==> config.mk <==
export PLATFORM = sky130hd
export DESIGN_NAME = qdr_burst_sram
export DESIGN_NICKNAME = d
export VERILOG_FILES = /design/src/rtl/qdr_pkg.sv /design/src/rtl/qdr_burst_ctr.sv /design/src/rtl/qdr_burst_sram.sv
export SDC_FILE = /design/constraint.sdc
export NUM_CORES = 1
export LEC_CHECK = 0
export ABC_CLOCK_PERIOD_IN_PS = 2300
export BUFFER_PORTS_ARGS = -buffer_cell sky130_fd_sc_hd__buf_4
export CAP_MARGIN = 5
export CORE_AREA = 2 2 87 89
export CTS_CLUSTER_SIZE = 16
export DETAILED_ROUTE_END_ITERATION = 7
export DIE_AREA = 0 0 89 91
export PLACE_DENSITY = 0.77
export SLEW_MARGIN = 20
export SYNTH_ARGS = -nofsm -noshare
export SYNTH_HDL_FRONTEND = slang
export SYNTH_HIERARCHICAL = 1
export SYNTH_SLANG_ARGS = --single-unit
==> constraint.sdc <==
create_clock -name clk -period 2.3 [get_ports clk]
set_input_delay 0.23 -clock clk [delete_from_list [all_inputs] [get_ports clk]]
set_output_delay 0.23 -clock clk [all_outputs]
set_load 0.01 [all_outputs]
==> src/rtl/qdr_pkg.sv <==
// Shared types and default parameters for the QDR-style burst SRAM.
package qdr_pkg;

    typedef enum logic {
        IDLE  = 1'b0,
        BURST = 1'b1
    } burst_state_t;

    localparam int DEF_DATA_W    = 8;
    localparam int DEF_ADDR_W    = 3;
    localparam int DEF_BURST_LEN = 2;

    // A single-beat burst still needs a 1-bit counter to keep the port widths legal.
    function automatic int cnt_width(input int burst_len);
        return (burst_len > 1) ? $clog2(burst_len) : 1;
    endfunction

endpackage

==> src/rtl/qdr_burst_ctr.sv <==
// Per-port burst sequencer: IDLE/BURST FSM, beat counter and wrapping address generator.
module qdr_burst_ctr
    import qdr_pkg::*;
#(
    parameter int ADDR_W    = DEF_ADDR_W,
    parameter int BURST_LEN = DEF_BURST_LEN
) (
    input  logic              clk,
    input  logic              rst,
    input  logic              cmd,
    input  logic [ADDR_W-1:0] addr,
    output logic              ready,
    output logic              fire,
    output logic [ADDR_W-1:0] beat_addr,
    output logic [ADDR_W-1:0] ptr
);

    localparam int              CNT_W     = cnt_width(BURST_LEN);
    localparam logic [CNT_W-1:0] LAST_BEAT = CNT_W'(BURST_LEN - 1);

    burst_state_t      state_q, state_d;
    logic [CNT_W-1:0]  cnt_q, cnt_d;
    logic [ADDR_W-1:0] ptr_q, ptr_d;
    logic              accept;

    assign accept = cmd && (state_q == IDLE);

    // NOTE: every flop is updated with <= so all state samples pre-edge values together.
    always_ff @(posedge clk or posedge rst) begin
        if (rst) begin
            state_q <= IDLE;
            cnt_q   <= '0;
            ptr_q   <= '0;
        end else begin
            state_q <= state_d;
            cnt_q   <= cnt_d;
            ptr_q   <= ptr_d;
        end
    end

    // NOTE: defaults first so no path through the case leaves a target unassigned (no latches).
    always_comb begin
        state_d = state_q;
        cnt_d   = cnt_q;
        unique case (state_q)
            IDLE: begin
                if (accept && (BURST_LEN > 1)) begin
                    state_d = BURST;
                    cnt_d   = CNT_W'(1);
                end
            end
            BURST: begin
                if (cnt_q == LAST_BEAT) begin
                    state_d = IDLE;
                    cnt_d   = '0;
                end else begin
                    cnt_d = cnt_q + CNT_W'(1);
                end
            end
        endcase
    end

    // Beat 0 uses the command address directly; later beats follow the registered pointer.
    always_comb begin
        ready     = (state_q == IDLE);
        fire      = accept || (state_q == BURST);
        beat_addr = accept ? addr : ptr_q;
        ptr_d     = fire ? beat_addr + ADDR_W'(1) : ptr_q;
        ptr       = ptr_q;
    end

endmodule

==> src/rtl/qdr_burst_sram.sv <==
// Single-clock burst SRAM with independent write/read ports.
// Define RD_BYPASS_EN to forward same-edge write data on an address collision.
module qdr_burst_sram
    import qdr_pkg::*;
#(
    parameter int DATA_W    = DEF_DATA_W,
    parameter int ADDR_W    = DEF_ADDR_W,
    parameter int BURST_LEN = DEF_BURST_LEN
) (
    input  logic              clk,
    input  logic              rst,
    input  logic              wr_cmd,
    input  logic [ADDR_W-1:0] wr_addr,
    input  logic [DATA_W-1:0] wr_data,
    output logic              wr_ready,
    input  logic              rd_cmd,
    input  logic [ADDR_W-1:0] rd_addr,
    output logic              rd_ready,
    output logic [DATA_W-1:0] rd_data,
    output logic              rd_valid,
    output logic [ADDR_W-1:0] wr_ptr,
    output logic [ADDR_W-1:0] rd_ptr
);

    localparam int DEPTH = 2 ** ADDR_W;

    logic [DATA_W-1:0] mem_q [DEPTH];
    logic [DATA_W-1:0] rd_data_q, rd_data_d, rd_word;
    logic              rd_valid_q, rd_valid_d;
    logic              wr_fire, rd_fire;
    logic [ADDR_W-1:0] wr_beat_addr, rd_beat_addr;

    qdr_burst_ctr #(.ADDR_W(ADDR_W), .BURST_LEN(BURST_LEN)) u_wr_ctr (
        .clk       (clk),
        .rst       (rst),
        .cmd       (wr_cmd),
        .addr      (wr_addr),
        .ready     (wr_ready),
        .fire      (wr_fire),
        .beat_addr (wr_beat_addr),
        .ptr       (wr_ptr)
    );

    qdr_burst_ctr #(.ADDR_W(ADDR_W), .BURST_LEN(BURST_LEN)) u_rd_ctr (
        .clk       (clk),
        .rst       (rst),
        .cmd       (rd_cmd),
        .addr      (rd_addr),
        .ready     (rd_ready),
        .fire      (rd_fire),
        .beat_addr (rd_beat_addr),
        .ptr       (rd_ptr)
    );

    // NOTE: the array has no reset so it maps onto RAM; contents survive rst.
    always_ff @(posedge clk) begin
        if (wr_fire && !rst) begin
            mem_q[wr_beat_addr] <= wr_data;
        end
    end

    always_comb begin
        rd_word = mem_q[rd_beat_addr];
`ifdef RD_BYPASS_EN
        if (wr_fire && (wr_beat_addr == rd_beat_addr)) begin
            rd_word = wr_data;
        end
`endif
        rd_valid_d = rd_fire;
        rd_data_d  = rd_fire ? rd_word : rd_data_q;
    end

    always_ff @(posedge clk or posedge rst) begin
        if (rst) begin
            rd_data_q  <= '0;
            rd_valid_q <= 1'b0;
        end else begin
            rd_data_q  <= rd_data_d;
            rd_valid_q <= rd_valid_d;
        end
    end

    assign rd_data  = rd_data_q;
    assign rd_valid = rd_valid_q;

endmodule

==> metrics.yaml, run 1 <==
status:
  status: "completed"
critical_path:
  max_stage_delay_ns: 0.44
  crit_path_start_kind: "register"
  crit_family: "simple AND/OR/NAND/NOR gates"
  cpMaxStageDelayCell: "dfrtp_1"
  critPathBufInv: 1
  worst_ep_arrival_time_ns: 2.33
  worst_ep_required_time_ns: 2.54
  worstSetupPathType: "reg -> reg"
  crit_chain: "nor2b_1 -> mux2_4 -> buf_12 -> and2b_1 -> a211o_1 -> a41o_1"
  worst-r2r-cell-count: 6
  cp-end-kind: "register"
  cp_max_fo: 40
  path_depth: 6
pwr:
  seq_power_share_pct: 41.8
  p_total_mw: 5.03
  p_leak_nw: 1.60
  netSwitchingPower_mw: 1.65
  power.density_mw_per_mm2: 1220
  ir_worst_vdd_v: 0.000488
  power_frac_clock_pct: 20.1
  share_comb_of_total_power_pct: 38.1
  p_sw_share_pct: 32.9
  internal_power_mw: 3.37
min_path:
  hold_class: "in -> reg"
  min_path_cells: 1
grt:
  antenna_found_initial: 0
  grt_first_pass_wirelength_mm: 10.3
  overflow: 0
  grt_usage_pct: 17.2
  grt_pass1_vias: 2028
  grt_max_degree: 41
routing:
  wl_per_cell_um: 16.5
  remaining_drc_errors: 0
  viasPerCell: 5.29
  postRouteAntennaNets: 0
  dr.first_iter.drc_count: 147
  vias: 2033
  dr.pass1.iters: 4
  finalWirelength_mm: 6.33
timing:
  hold_viol: 0
  rsz0062_at_grt: "no"
  maxSlewHeadroom_pct: 48.2
  fin_setup_tns_ns: 0
  max_slew.worst_pin.slew_ns: 0.774
  setup_violations: 0
  period_share_pct: 90.8
  skew_ns: 0.0115
  layout_min_cycle_time_ns: 2.09
  slew_viol_final: 0
  fmax_mhz: 479
synthesis:
  synthTopCellsByArea: "edfxtp_1, dfrtp_1, mux2i_1"
  ys_types: 33
  synth_seq_area_share_pct: 68.5
  synthesis.area_mm2: 0.00350
  synth_seq_cells: 83
  synth.net_count: 247
  yosysTopAreaCellShare_pct: 54.9
  yosysWarnings: 6
  syn_inst: 229
  avgSynthCellArea_um2: 15.3
  yosysTopAreaCell: "edfxtp_1"
layout:
  layout_common_cells: "edfxtp_1, buf_4, mux2i_1, dfrtp_1, nor2b_1"
  regArea_mm2: 0.00240
  finalNetCount: 298
  area_delta_synth_final_pct: 17.9
  antenna_cells: 0
  multi_input_comb_area_um2: 990
  layout.cells.non_filler: 384
  final_common_cell: "edfxtp_1"
  n_fill_cell: 573
  drive_gt1_share_pct: 27.4
  final_area_mm2: 0.00413
clock_tree:
  clock_path_buffers: 2
  cts_tree: "yes"
  htreeDepth: 3
  path_clk_slew_ns: 0.09
  numCtsBuffers: 9
  cts_num_sinks: 83
  clk_latency_ns: 0.35
  cts_root_buf: "clkbuf_8"
  post_cts_buffers: 0
floorplanning:
  io_pins: 35
  std_cell_rows: 31
  die_y_um: 91
  die_w_um: 89
  core_area_mm2: 0.00714
  start_util_pct: 49.0
  dieArea_mm2: 0.00810
place:
  port_buffers: 34
  place_inst: 367
  post-dp-hpwl_mm: 4.21
  place_area_mm2: 0.00393
  gp_congestion: 0.805
flow_run:
  maxCapViolCount: 0
cell families (layout without fill, tap and decap cells):
group,after synthesis,after routing,share of synthesized area [%]
compound gates,40,40,9.72
xor+xnor,4,4,1.00
buf+inv,18,74,3.22
flops,83,83,68.5
mux,28,28,8.58
simple gates,56,56,8.97
area by class of cell:
| type | count | share of cell area [%] |
|---|---|---|
| flip-flops and latches | 83 | 58.1 |
| multi-input cells | 128 | 24.0 |
| repair buffers | 51 | 9.64 |
| clock buffers | 10 | 3.09 |
| well taps | 99 | 3.00 |
| clock inverters | 6 | 1.55 |
| inverters | 7 | 0.637 |
state kept, by name, summed over array words and instances (netlist names):
register and flops:
rd_data 8, rd_valid 1, u_wr_ctr/ptr 3, u_rd_ctr/cnt_q 1
u_rd_ctr/state_q 1, mem_q 64, u_wr_ctr/state_q 1, u_rd_ctr/ptr 3
u_wr_ctr/cnt_q 1
layer usage:
metal	vias to the layer above	part of all wire (%)	GRT usage, %	wire (um)
li1	976	-	-	-
met1	1010	46	23.6	2890
met2	36	49	25.9	3080
met3	11	4.0	5.09	256
met4	0	1.7	6.47	106
met5	-	0	0	0
synthesized netlist by cell type:
library cell  count
buf_6             3
and3_2            2
a21oi_1           2
a221oi_2          4
a211o_1           8
xor2_1            2
buf_4             2
o211ai_1          2
buf_2             3
a22oi_1           8
nor2_1            9
nand2_1           7
inv_1             7
nand3_1           9
a41o_1            8
nand2b_1          3
mux2_4            4
buf_8             1
a21boi_0          2
edfxtp_1         64
mux2i_1          24
nor3_2            2
buf_1             1
nor3_1            2
nor2b_1          18
xnor2_1           2
o21ai_1           2
clkbuf_1          1
nand3b_1          1
or2_4             2
and2b_1           1
dfrtp_1          19
o21ai_0           4
stage by stage:
stage / utilization, % / hold slack, ns / setup WS, ns
after floorplan: - / 0.00852 / 0.116
after global placement: 55.0 / 0.161 / 0.287
after detailed placement: 55.0 / 0.166 / 0.216
after CTS: 57.8 / 0.103 / 0.196
after global routing: 57.8 / 0.0995 / 0.0420
final: 57.8 / 0.108 / 0.212
power groups by stage:
| stage | clock network [mW] | registers, mW | logic (mW) |
|---|---|---|---|
| after floorplan | 0 | 2.17 | 1.26 |
| after global placement | 0 | 2.12 | 1.89 |
| after detailed placement | 0 | 2.13 | 1.92 |
| after CTS | 1.03 | 2.10 | 1.93 |
| after global routing | 1.09 | 2.14 | 2.09 |
| final | 1.01 | 2.10 | 1.91 |
what timing repair did:
item	CTS	global route
hold buffers	1	0
endpoints found under the hold margin	19	0
gates resized for setup	0	0
worst paths after layout:
check	startpoint	to	slack, ns
max	u_rd_ctr/state_q	rd_data[1]	0.21
min	wr_data[4]	mem_q[5][4]	0.11
max reg2reg	u_rd_ctr/state_q	rd_data[1]	0.21
min reg2reg	u_wr_ctr/cnt_q	u_wr_ctr/cnt_q	0.47
max in group asynchronous	rst	rd_valid	1.69
min in group asynchronous	rst	u_wr_ctr/ptr[0]	0.36
No activity file was read; power rests on OpenSTA's default activity.
==> inputs of run 2 (changes only) <==
--- a/config.mk
+++ b/config.mk
@@ -13,6 +13,7 @@
 export DETAILED_ROUTE_END_ITERATION = 7
 export DIE_AREA = 0 0 89 91
 export PLACE_DENSITY = 0.77
+export RECOVER_POWER = 50
 export SLEW_MARGIN = 20
 export SYNTH_ARGS = -nofsm -noshare
 export SYNTH_HDL_FRONTEND = slang
==> metrics.yaml, run 2 (synthesis results as in run 1) <==
timing:
  slew_viol_final: 0  # unchanged
  rsz0062_at_grt: "no"
  setup_violations: 0  # unchanged
  maxSlewHeadroom_pct: 25.5  # -23 points
  holdWs_ns: 0.159  # +0.0513 ns
  max_slew.worst_pin.slew_ns: 1.12  # +0.344 ns
  fmax_mhz: 479  # about the same
  skew_ns: 0.0116  # +0.0000961 ns
  layout_min_cycle_time_ns: 2.09  # +0.00165 ns
  fin_setup_tns_ns: 0  # unchanged
  hold_viol: 0  # unchanged
  setup_slack_ns: 0.210  # -0.00165 ns
  period_share_pct: 90.9  # about the same
floorplanning:
  start_util_pct: 49.0  # unchanged
  std_cell_rows: 31  # unchanged
  core_area_mm2: 0.00714  # unchanged
  die_y_um: 91  # unchanged
  dieArea_mm2: 0.00810  # unchanged
  io_pins: 35  # unchanged
  die_w_um: 89  # unchanged
critical_path:
  regToRegSetupSlack_ns: 0.21  # about the same
  crit_path_start_kind: "register"
  critPathBufInv: 0  # -1
  worst_ep_required_time_ns: 2.54  # about the same
  cp-end-kind: "register"
  worstSetupStartpoint: "u_rd_ctr/state_q"
  max_stage_delay_ns: 0.44  # about the same
  cpMaxStageDelayCell: "dfrtp_1"
  crit_chain: "nor2b_1 -> mux2_4 -> nand2b_1 -> a211o_1 -> a41o_1"
  worstSetupPathType: "reg -> reg"
  crit_family: "simple AND/OR/NAND/NOR gates"
  worst_ep_arrival_time_ns: 2.33  # about the same
  cp_max_fo: 11  # -73%
  worstReg2RegStart: "u_rd_ctr/state_q"
layout:
  layout.cells.non_filler: 384  # unchanged
  antenna_cells: 0  # unchanged
  drive_gt1_share_pct: 22.1  # -5.3 points
  finalNetCount: 298  # unchanged
  registers.top_by_ff_count: "mem_q"
  final_common_cell: "edfxtp_1"
  largest_register_ffs: 64  # unchanged
  layout_common_cells: "edfxtp_1, buf_4, mux2i_1, dfrtp_1, nor2b_1"
  area_delta_synth_final_pct: 16.4
clock_tree:
  cts_num_sinks: 83  # unchanged
  cts_tree: "yes"
  htreeDepth: 3  # unchanged
  numCtsBuffers: 9  # unchanged
  cts_root_buf: "clkbuf_8"
  cts_hold_buf: 1  # unchanged
  postCtsResizedCells: 0  # unchanged
  clk_latency_ns: 0.35  # about the same
  path_clk_slew_ns: 0.08  # about the same
  clock_path_buffers: 2  # unchanged
  post_cts_buffers: 0  # unchanged
place:
  place_inst: 367  # unchanged
  placement.setup.worst_slack_ns: 0.216  # unchanged
  port_buffers: 34  # unchanged
  post-dp-hpwl_mm: 4.21  # unchanged
  gp_congestion: 0.805  # unchanged
routing:
  postRouteAntennaNets: 0  # unchanged
  wl_per_cell_um: 16.5  # +0.35%
  vias: 2007  # -1.3%
  finalWirelength_mm: 6.36  # +0.35%
  viasPerCell: 5.23  # -1.3%
  remaining_drc_errors: 0  # unchanged
  dr.pass1.iters: 4  # unchanged
  dr.first_iter.drc_count: 141  # -4.1%
grt:
  grt_usage_pct: 17.2  # unchanged
  grt_max_degree: 41  # unchanged
  antenna_found_initial: 0  # unchanged
  grt_pass1_vias: 2028  # unchanged
  grt_first_pass_wirelength_mm: 10.3  # unchanged
  overflow: 0  # unchanged
flow_run:
  maxCapViolCount: 0  # unchanged
pwr:
  p_leak_nw: 1.54  # -3.2%
  ir_worst_vdd_v: 0.000486  # -0.52%
  power.density_mw_per_mm2: 1220  # +0.30%
min_path:
  hold_start: "wr_cmd"
  hold_class: "in -> reg"
status:
  status: "completed"
==> run 2: cell count changes in the layout (fill, tap and decap cells not counted) <==
cell      before  now
or2_4          2    0
buf_4         49   36
clkbuf_1       1   14
or2_0          0    2
==> run 2: area by class of cell <==
type | count | area, um^2
clock buffer | 10 | 128
inverter | 7 | 26.3
tap | 99 | 124
multi-input combinational | 128 | 985
clock inverter | 6 | 63.8
sequential | 83 | 2400
fill | 586 | 3060
timing repair buffer | 51 | 349
==> run 2: layer usage <==
metal	vias to the layer above	global-route usage, %	wire length (um)
met5	-	0	0
met4	0	6.47	79
met3	5	5.09	277
met2	38	25.9	3080
met1	992	23.6	2910
li1	972	-	-
==> run 2: worst min-delay path: cells and delay by family <==
family          cells  cell delay, ns
buf+inv             1            0.09
compound gates      2            0.15
==> run 2: power by group <==
group / internal (mW) / switching, mW / total (mW)
clock network: 0.502 / 0.504 / 1.01
registers: 1.94 / 0.156 / 2.10
logic: 0.886 / 0.984 / 1.87
total: 3.33 / 1.64 / 4.98
==> run 2: worst paths after layout <==
path / end / cells past startpoint
setup / recovery: rd_data[6] / 5
hold / removal: u_wr_ctr/ptr[0] / 3
setup reg to reg: rd_data[6] / 5
hold reg to reg: u_wr_ctr/cnt_q / 1
max in group asynchronous: rd_valid / 4
min in group asynchronous: u_wr_ctr/ptr[0] / 3
==> run 2: through the flow <==
step	util (%)	power, mW	instance area, um^2
floorplan	-	3.43	3500
global placement	55.0	4.01	3930
detailed placement	55.0	4.05	3930
CTS	57.8	5.07	4130
global route	57.1	5.27	4070
finish	57.1	4.98	4070
